$ cat src/rtl/req_ack_sequencer_if.sv
// Handshake bundle for req_ack_sequencer: command, responder ack, and status.
// master: sequencer side (drives req and status); slave: command/responder side.
interface req_ack_sequencer_if #(
    parameter int CNT_W = 8
);
    logic             start;
    logic             ack;
    logic             req;
    logic             busy;
    logic             done;
    logic             err;
    logic [1:0]       err_code;
    logic [1:0]       retry_cnt;
    logic [CNT_W-1:0] pass_cnt;
    logic [CNT_W-1:0] fail_cnt;

    modport master (
        input  start, ack,
        output req, busy, done, err, err_code, retry_cnt, pass_cnt, fail_cnt
    );

    modport slave (
        output start, ack,
        input  req, busy, done, err, err_code, retry_cnt, pass_cnt, fail_cnt
    );
endinterface

$ cat src/rtl/req_ack_sequencer.sv
// Single-pulse req/ack master: issues req, expects ack rise ACK_DELAY edges later.
// Ports: clk, rst (async high), bus (master modport: start/ack in, req/status out).
module req_ack_sequencer #(
    parameter int ACK_DELAY  = 3,
    parameter int MAX_RETRY  = 2,
    parameter int GAP_CYCLES = 2,
    parameter int CNT_W      = 8
) (
    input  logic                clk,
    input  logic                rst,
    req_ack_sequencer_if.master bus
);
    localparam int GW = (GAP_CYCLES > 1) ? $clog2(GAP_CYCLES) : 1;
    localparam logic [3:0]    DLY   = 4'(ACK_DELAY);
    localparam logic [GW-1:0] GLAST = GW'(GAP_CYCLES - 1);
    localparam logic [GW-1:0] GONE  = GW'(1);
    localparam logic [1:0]    E_EARLY = 2'd1;
    localparam logic [1:0]    E_NOACK = 2'd2;
    localparam logic [1:0]    E_STUCK = 2'd3;
    localparam logic [CNT_W-1:0] CONE = CNT_W'(1);

    typedef enum logic [2:0] {
        S_IDLE,
        S_REQ,
        S_WAIT,
        S_GAP,
        S_DONE,
        S_ERR
    } state_t;

    state_t           state_q, state_d;
    logic             req_q, req_d;
    logic             busy_q, busy_d;
    logic             done_q, done_d;
    logic             err_q, err_d;
    logic [1:0]       code_q, code_d;
    logic [1:0]       rty_q, rty_d;
    logic [CNT_W-1:0] pass_q, pass_d;
    logic [CNT_W-1:0] fail_q, fail_d;
    logic [3:0]       wcnt_q, wcnt_d;
    logic [GW-1:0]    gcnt_q, gcnt_d;
    logic             ack_q;
    // Low for the first edge after reset release so a start there is dropped.
    logic             arm_q;
    logic             rise;
    logic             can_retry;

    function automatic logic [CNT_W-1:0] sat_inc(input logic [CNT_W-1:0] v);
        return (&v) ? v : v + CONE;
    endfunction

    assign rise      = bus.ack & ~ack_q;
    assign can_retry = {30'd0, rty_q} < 32'(MAX_RETRY);

    always_comb begin
        state_d = state_q;
        req_d   = 1'b0;
        busy_d  = busy_q;
        done_d  = 1'b0;
        err_d   = 1'b0;
        code_d  = code_q;
        rty_d   = rty_q;
        pass_d  = pass_q;
        fail_d  = fail_q;
        wcnt_d  = wcnt_q;
        gcnt_d  = gcnt_q;
        unique case (state_q)
            S_IDLE: begin
                if (bus.start && arm_q) begin
                    state_d = S_REQ;
                    req_d   = 1'b1;
                    busy_d  = 1'b1;
                    rty_d   = 2'd0;
                    code_d  = 2'd0;
                    wcnt_d  = 4'd0;
                end
            end
            S_REQ: begin
                // ack already high while req is sampled: responder is stuck.
                if (bus.ack) begin
                    state_d = S_ERR;
                    err_d   = 1'b1;
                    busy_d  = 1'b0;
                    code_d  = E_STUCK;
                end else begin
                    state_d = S_WAIT;
                    wcnt_d  = 4'd1;
                end
            end
            S_WAIT: begin
                if (rise && wcnt_q == DLY) begin
                    state_d = S_DONE;
                    done_d  = 1'b1;
                    busy_d  = 1'b0;
                    pass_d  = sat_inc(pass_q);
                end else if (rise || wcnt_q == DLY) begin
                    code_d = rise ? E_EARLY : E_NOACK;
                    fail_d = sat_inc(fail_q);
                    if (can_retry) begin
                        state_d = S_GAP;
                        rty_d   = rty_q + 2'd1;
                        gcnt_d  = '0;
                    end else begin
                        state_d = S_ERR;
                        err_d   = 1'b1;
                        busy_d  = 1'b0;
                    end
                end else begin
                    wcnt_d = wcnt_q + 4'd1;
                end
            end
            S_GAP: begin
                if (gcnt_q == GLAST) begin
                    if (bus.ack) begin
                        state_d = S_ERR;
                        err_d   = 1'b1;
                        busy_d  = 1'b0;
                        code_d  = E_STUCK;
                    end else begin
                        state_d = S_REQ;
                        req_d   = 1'b1;
                        wcnt_d  = 4'd0;
                    end
                end else begin
                    gcnt_d = gcnt_q + GONE;
                end
            end
            S_DONE:  state_d = S_IDLE;
            S_ERR:   state_d = S_IDLE;
            default: state_d = S_IDLE;
        endcase
    end

    always_ff @(posedge clk or posedge rst) begin
        if (rst) begin
            state_q <= S_IDLE;
            req_q   <= 1'b0;
            busy_q  <= 1'b0;
            done_q  <= 1'b0;
            err_q   <= 1'b0;
            code_q  <= 2'd0;
            rty_q   <= 2'd0;
            pass_q  <= '0;
            fail_q  <= '0;
            wcnt_q  <= 4'd0;
            gcnt_q  <= '0;
            ack_q   <= 1'b0;
            arm_q   <= 1'b0;
        end else begin
            state_q <= state_d;
            req_q   <= req_d;
            busy_q  <= busy_d;
            done_q  <= done_d;
            err_q   <= err_d;
            code_q  <= code_d;
            rty_q   <= rty_d;
            pass_q  <= pass_d;
            fail_q  <= fail_d;
            wcnt_q  <= wcnt_d;
            gcnt_q  <= gcnt_d;
            ack_q   <= bus.ack;
            arm_q   <= 1'b1;
        end
    end

    assign bus.req       = req_q;
    assign bus.busy      = busy_q;
    assign bus.done      = done_q;
    assign bus.err       = err_q;
    assign bus.err_code  = code_q;
    assign bus.retry_cnt = rty_q;
    assign bus.pass_cnt  = pass_q;
    assign bus.fail_cnt  = fail_q;
endmodule

$ cat src/flat_wrapper.sv
// flat-port wrapper written by rule: the top's interface ports become plain ports
module req_ack_sequencer_flat 
#(
    parameter int ACK_DELAY  = 3,
    parameter int MAX_RETRY  = 2,
    parameter int GAP_CYCLES = 2,
    parameter int CNT_W      = 8
)
  (clk, rst, bus_start, bus_ack, bus_req, bus_busy, bus_done, bus_err, bus_err_code, bus_retry_cnt, bus_pass_cnt, bus_fail_cnt);
  req_ack_sequencer_if #(.CNT_W(CNT_W)) bus_i ();
  input  logic clk;
  input  logic rst;
  input wire logic [$bits(bus_i.start)-1:0] bus_start;
  input wire logic [$bits(bus_i.ack)-1:0] bus_ack;
  output wire logic [$bits(bus_i.req)-1:0] bus_req;
  output wire logic [$bits(bus_i.busy)-1:0] bus_busy;
  output wire logic [$bits(bus_i.done)-1:0] bus_done;
  output wire logic [$bits(bus_i.err)-1:0] bus_err;
  output wire logic [$bits(bus_i.err_code)-1:0] bus_err_code;
  output wire logic [$bits(bus_i.retry_cnt)-1:0] bus_retry_cnt;
  output wire logic [$bits(bus_i.pass_cnt)-1:0] bus_pass_cnt;
  output wire logic [$bits(bus_i.fail_cnt)-1:0] bus_fail_cnt;
  assign bus_i.start = bus_start;
  assign bus_i.ack = bus_ack;
  assign bus_req = bus_i.req;
  assign bus_busy = bus_i.busy;
  assign bus_done = bus_i.done;
  assign bus_err = bus_i.err;
  assign bus_err_code = bus_i.err_code;
  assign bus_retry_cnt = bus_i.retry_cnt;
  assign bus_pass_cnt = bus_i.pass_cnt;
  assign bus_fail_cnt = bus_i.fail_cnt;
  req_ack_sequencer #(.ACK_DELAY(ACK_DELAY), .MAX_RETRY(MAX_RETRY), .GAP_CYCLES(GAP_CYCLES), .CNT_W(CNT_W)) u_core (.clk(clk), .rst(rst), .bus(bus_i));
endmodule
$ cat config.mk
export PLATFORM = sky130hd
export DESIGN_NAME = req_ack_sequencer_flat
export DESIGN_NICKNAME = d
export VERILOG_FILES = /design/src/rtl/req_ack_sequencer_if.sv /design/src/rtl/req_ack_sequencer.sv /design/src/flat_wrapper.sv
export SDC_FILE = /design/constraint.sdc
export NUM_CORES = 1
export LEC_CHECK = 0
export CORE_ASPECT_RATIO = 0.7
export CORE_MARGIN = 2
export CORE_UTILIZATION = 45
export CTS_BUF_LIST = sky130_fd_sc_hd__clkbuf_8
export DETAILED_ROUTE_END_ITERATION = 10
export PLACE_DENSITY_LB_ADDON = 0.2
export SLEW_MARGIN = 5
export SYNTH_ARGS = -nofsm -noshare
export SYNTH_HDL_FRONTEND = slang
export SYNTH_SLANG_ARGS = --single-unit
$ cat constraint.sdc
create_clock -name clk -period 2.4 [get_ports clk]
set_clock_uncertainty 0.2 [all_clocks]
set_input_delay 0.48 -clock clk [delete_from_list [all_inputs] [get_ports clk]]
set_output_delay 0.48 -clock clk [all_outputs]
set_load 0.01 [all_outputs]
==> impl_metrics.py, run 1 <==
metrics = {
    "outcome": {
        "status": "completed",
    },
    "cts": {
        "path_clk_slew_ps": 70,
        "cts.sinks": 34,
        "cts_hold_buf": 0,
        "postCtsSetupBuffers": 0,
        "root_buffer": "clkbuf_8",
        "cts_resized": 0,
        "clkLatencyLatePin_ps": 280,
        "clk_path_buf_depth": 2,
        "cts_tree": "done",
        "htree_levels": 2,
        "numCtsBuffers": 5,
    },
    "cells_and_area": {
        "antenna_cells": 0,
        "syn_to_final_growth_pct": 29.1,
        "finalNetCount": 214,
        "fillCellCount": 317,
        "final_layout_size_suffix_gt1_frac": 0.145,
        "finish.utilization": 0.621,
        "final_cell_area_um2": 2250,
    },
    "logic_synthesis": {
        "postSynthCellCount": 162,
        "synth_most_common_cell": "dfrtp_1",
        "synth_edf_count": 0,
        "ys.flop_type": "dfrtp_1",
        "yosys_register_bits": 34,
        "async_reset_ff_frac": 1.00,
        "ys_warn_count": 0,
        "synthTopCellsByCount": "dfrtp_1 (34), nand3_1 (10), nand2_1 (8), o21ai_0 (8), xor2_1 (8)",
        "synth_area_um2": 1740,
        "syn_area_per_cell_um2": 10.8,
        "yosysTopAreaCellShare": 0.488,
        "synthTopCellsByArea": "dfrtp_1 (49%), xor2_1 (4.0%), nand3_1 (2.9%)",
        "ys_seq_area_frac": 0.488,
        "yosys.area.top_type": "dfrtp_1",
        "synth_cell_types": 47,
        "syn-num-nets": 169,
    },
    "detailed_routing": {
        "wl_met3_um": 247,
        "firstDrtPassIters": 4,
        "wl_met1_mm": 2.10,
        "drcViolationCount": 0,
        "vias": 1393,
        "drtIter0Drc": 104,
        "routedWlPerCell_um": 15.7,
        "postRouteAntennaNets": 0,
        "via_per_inst": 5.42,
        "dr_wl_met2_mm": 1.66,
        "routed_wl_mm": 4.04,
        "top_layer_used": "met4",
    },
    "global_routing": {
        "grt_pass1_wl_mm": 6.81,
        "antenna_found_initial": 0,
        "gr-total-overflow": 0,
        "grt_start_max_net_pins": 35,
        "gr-usage-all-layers": 0.199,
        "grt_pass1_vias": 1372,
    },
    "critical_path": {
        "cp_num_buf_inv": 0,
        "critical_path_class": "reg2reg",
        "cp_top_family": "compound AO/OA/AOI/OAI gates",
        "crit_slowest_cell": "a2111oi_4",
        "worstSetupStartpointType": "flop",
        "crit_arrival_ps": 2220,
        "crit_fanout": 6,
        "cp-end-kind": "flop",
        "crit_chain": "ha_1, or3b_1, a2111oi_4, mux2_1",
        "cpPeakStageDelay_ps": 480,
        "crit_required_ps": 2370,
    },
    "floorplan": {
        "dieArea_um2": 4400,
        "die_y_um": 56.1,
        "die_x_um": 78.4,
        "core_um2": 3630,
        "fp-row-count": 18,
        "io_pins": 28,
        "initial_utilization": 0.481,
    },
    "sta": {
        "setup_violations": 0,
        "rsz0062_at_grt": "false",
        "hold_violations": 0,
        "period_minus_slack_ps": 2260,
        "setup_tns_ps": 0,
        "final_min_period_over_clock_period": 0.941,
        "max_freq_mhz": 443,
        "drv_slew": 0,
    },
    "pwr": {
        "leakage_nw": 0.995,
        "vdd_drop_max_mv": 0.615,
        "power_density_nw_per_um2": 991,
        "fin_total_pwr_mw": 2.23,
    },
    "placement": {
        "gp_congestion": 0.902,
        "placed_area_um2": 2170,
        "portBuffers": 27,
        "hpwl_mm": 2.92,
    },
    "run": {
        "cap_violations": 0,
    },
    "hold_path": {
        "hp-class": "reg2reg",
    },
}
-- final timing paths --
kind / startpoint / to / slack (ps) / cells past startpoint
max: u_core.wcnt_q[0] / u_core.bus.pass_cnt[1] / 140 / 4
min: u_core.bus.fail_cnt[7] / u_core.bus.fail_cnt[7] / 310 / 1
max reg2reg: u_core.wcnt_q[0] / u_core.bus.pass_cnt[1] / 140 / 4
min reg2reg: u_core.bus.fail_cnt[7] / u_core.bus.fail_cnt[7] / 310 / 1
max in group asynchronous: rst / u_core.ack_q / 1290 / 3
min in group asynchronous: rst / u_core.bus.fail_cnt[6] / 400 / 3
-- area by class of cell --
cell class	count	area, um^2	area share
inverter	7	26.3	0.0117
clock buffer	5	68.8	0.0306
multi-input combinational	116	845	0.375
tap	50	62.6	0.0278
timing repair buffer	43	390	0.173
sequential	34	851	0.378
clock inverter	2	7.51	0.00334
-- state kept, by name (all words and copies together), names as in the netlist, 2 cells and up --
register / flops
u_core.bus.fail_cnt: 8
u_core.state_q: 3
u_core.bus.retry_cnt: 2
u_core.wcnt_q: 4
u_core.bus.pass_cnt: 8
u_core.bus.err_code: 2
-- power by group --
group	switching (mW)	internal (mW)	total [mW]	leakage (nW)
clock network	0.192	0.191	0.383	0.0466
registers	0.141	0.710	0.851	0.432
logic	0.493	0.504	0.997	0.517
-- layer usage --
layer / global-route usage / up-vias
met3: 0.0552 / 6
met2: 0.262 / 37
met5: 0 / -
li1: - / 680
met1: 0.316 / 670
met4: 0.0451 / 0
-- cell families after synthesis --
group	synth area share
and+or+nand+nor	0.196
AOI/OAI and AO/OA	0.152
DFF	0.488
xor gates and xnor gates	0.0746
buffers and inverters	0.0280
muxes	0.0380
adders and majority gates	0.0215
other	0.00215
-- layout by cell type, fill, tap and decap left out, types with 3 or more instances in the layout --
cell type / instances
dfrtp_1: 34
clkdlybuf4s50_1: 27
buf_4: 16
nand3_1: 10
inv_1: 9
nand2_1: 8
xor2_1: 8
o21ai_0: 8
a21oi_1: 6
nor2_1: 6
and3_1: 5
nor3_1: 5
xnor2_1: 5
clkbuf_8: 5
nand2b_1: 4
nand4_1: 3
o211ai_1: 3
mux2_1: 3
a31oi_1: 3
ha_1: 3
-- worst reg2reg max path, stage by stage, from the launching register on --
cell and delay, ps:
dfrtp_1 410, ha_1 240, or3b_1 460, a2111oi_4 480
mux2_1 360
-- metrics by stage --
step	instances	setup WS [ps]	hold slack (ps)
6_report	257	142	311
4_1_cts	257	123	310
2_1_floorplan	162	359	308
5_1_grt	257	47.1	351
3_5_place_dp	250	-41.8	297
3_3_place_gp	250	18.4	277
Power figures use the tool's default switching activity.
==> inputs of run 2 (changes only) <==
--- a/config.mk
+++ b/config.mk
@@ -5,9 +5,11 @@
 export SDC_FILE = /design/constraint.sdc
 export NUM_CORES = 1
 export LEC_CHECK = 0
+export CELL_PAD_IN_SITES_DETAIL_PLACEMENT = 0
+export CELL_PAD_IN_SITES_GLOBAL_PLACEMENT = 1
 export CORE_ASPECT_RATIO = 0.7
-export CORE_MARGIN = 2
-export CORE_UTILIZATION = 45
+export CORE_MARGIN = 1.5
+export CORE_UTILIZATION = 43
 export CTS_BUF_LIST = sky130_fd_sc_hd__clkbuf_8
 export DETAILED_ROUTE_END_ITERATION = 10
 export PLACE_DENSITY_LB_ADDON = 0.2
==> run 2 against run 1 <==
Net effect:
- wire length fell by 4.7%
- via count up 0.29%
- worst hold slack worse by 23 ps
- core utilization decreased by 5.0 points
- total power decreased by 2.0%
- worst setup slack got worse by 4.3 ps
- register-to-register slack about the same
- clock-buffer cell count stayed put
- global-route usage decreased by 0.28 points
- non-clock buffer count down 4
- clock power is essentially flat
- critical path type unchanged
- critical endpoint unchanged
- largest cell class unchanged
- largest power group unchanged
==> impl_metrics.py, run 2 (same netlist as run 1, synthesis figures left out) <==
metrics = {
    "outcome": {
        "status": "completed",
    },
    "cts": {
        "cts.sinks": 34,
        "postCtsSetupBuffers": 0,
        "clkLatencyLatePin_ps": 280,
        "htree_levels": 2,
        "cts_hold_buf": 0,
        "clk_path_buf_depth": 2,
        "cts_tree": "done",
        "cts_resized": 0,
        "root_buffer": "clkbuf_8",
        "path_clk_slew_ps": 70,
        "numCtsBuffers": 5,
    },
    "pwr": {
        "leakage_nw": 0.976,
        "power_density_nw_per_um2": 984,
        "fin_total_pwr_mw": 2.19,
        "vdd_drop_max_mv": 0.564,
    },
    "sta": {
        "setup_violations": 0,
        "final_min_period_over_clock_period": 0.943,
        "rsz0062_at_grt": "false",
        "drv_slew": 0,
        "setup_tns_ps": 0,
        "hold_violations": 0,
        "max_freq_mhz": 442,
        "period_minus_slack_ps": 2260,
    },
    "critical_path": {
        "crit_required_ps": 2370,
        "crit_arrival_ps": 2230,
        "crit_slowest_cell": "a2111oi_4",
        "rrSetupSlack_ps": 140,
        "cp-end-kind": "flop",
        "cp_top_family": "compound AO/OA/AOI/OAI gates",
        "critical_path_class": "reg2reg",
        "startpoint": "u_core.wcnt_q[0]",
        "worstReg2RegEnd": "u_core.bus.pass_cnt[1]",
        "reg2reg_from": "u_core.wcnt_q[0]",
        "worstSetupEndpoint": "u_core.bus.pass_cnt[1]",
        "crit_chain": "ha_1, or3b_1, a2111oi_4, mux2_1",
        "worstSetupStartpointType": "flop",
        "crit_fanout": 6,
        "cp_num_buf_inv": 0,
        "reg2reg_depth": 4,
        "cpPeakStageDelay_ps": 490,
        "cp.depth": 4,
    },
    "detailed_routing": {
        "routedWlPerCell_um": 15.1,
        "dr_wl_met2_mm": 1.56,
        "wl_met3_um": 202,
        "routed_wl_mm": 3.85,
        "drtIter0Drc": 88,
        "postRouteAntennaNets": 0,
        "vias": 1397,
        "via_per_inst": 5.48,
        "wl_met1_mm": 2.03,
        "top_layer_used": "met4",
        "firstDrtPassIters": 4,
        "drcViolationCount": 0,
    },
    "placement": {
        "dp.cells": 248,
        "gp_congestion": 0.841,
        "hpwl_mm": 2.81,
        "portBuffers": 27,
    },
    "floorplan": {
        "dieArea_um2": 4450,
        "core_um2": 3900,
        "die_x_um": 79.1,
        "die_y_um": 56.3,
        "fp-row-count": 19,
        "io_pins": 28,
        "initial_utilization": 0.447,
    },
    "global_routing": {
        "grt_pass1_wl_mm": 6.49,
        "grt_pass1_vias": 1309,
        "grt_start_max_net_pins": 35,
        "antenna_found_initial": 0,
        "gr-usage-all-layers": 0.196,
        "gr-total-overflow": 0,
    },
    "cells_and_area": {
        "final_layout_size_suffix_gt1_frac": 0.128,
        "syn_to_final_growth_pct": 27.5,
        "antenna_cells": 0,
        "finalNetCount": 210,
        "fin_cells": 255,
        "layout_commonest_cell": "dfrtp_1",
        "layout_common_cells": "dfrtp_1 (34), clkdlybuf4s50_1 (27), buf_4 (12)",
    },
    "hold_path": {
        "hp-class": "reg2reg",
    },
    "run": {
        "cap_violations": 0,
    },
}
-- run 2: cell count changes in the layout (fill, tap and decap cells not counted) --
cell / delta
buf_4: -4
-- run 2: worst register-to-register path, cell delays in order (launching register included) --
cell and delay, ps:
dfrtp_1 410, ha_1 230, or3b_1 450, a2111oi_4 490
mux2_1 370
-- run 2: worst min path at each step --
| stage | startpoint | endpoint | slack (ps) | cells after the start |
|---|---|---|---|---|
| after floorplan | u_core.gcnt_q | u_core.gcnt_q | 310 | 2 |
| after global placement | u_core.bus.pass_cnt[7] | u_core.bus.pass_cnt[7] | 280 | 1 |
| after detailed placement | u_core.bus.pass_cnt[7] | u_core.bus.pass_cnt[7] | 290 | 1 |
| after CTS | u_core.bus.pass_cnt[7] | u_core.bus.pass_cnt[7] | 290 | 1 |
| after global routing | u_core.bus.pass_cnt[7] | u_core.bus.pass_cnt[7] | 310 | 1 |
| final | u_core.bus.pass_cnt[7] | u_core.bus.pass_cnt[7] | 290 | 1 |
-- run 2: through the flow --
stage	utilization	worst slack (ps)	instance area [um^2]	hold slack, ps
finish	0.570	137	2220	288
global route	0.570	21.5	2220	306
CTS	0.570	133	2220	294
detailed placement	0.551	-43.6	2150	287
global placement	0.551	2.10	2150	279
floorplan	-	359	1740	308
-- run 2: final cells by class --
| cell class | instances | area, um^2 |
|---|---|---|
| timing repair buffer | 39 | 360 |
| fill | 344 | 1680 |
| sequential | 34 | 851 |
| clock inverter | 2 | 7.51 |
| tap | 52 | 65.1 |
| inverter | 7 | 26.3 |
| clock buffer | 5 | 68.8 |
| multi-input combinational | 116 | 845 |
-- run 2: routing by layer --
layer  GRT usage  vias to the layer above
li1            -                      676
met4      0.0677                        0
met1       0.310                      674
met2       0.245                       38
met5           0                        -
met3      0.0634                        9
-- run 2: power by group --
part / internal, mW / switching (mW)
logic: 0.471 / 0.448
clock network: 0.191 / 0.194
registers: 0.710 / 0.174
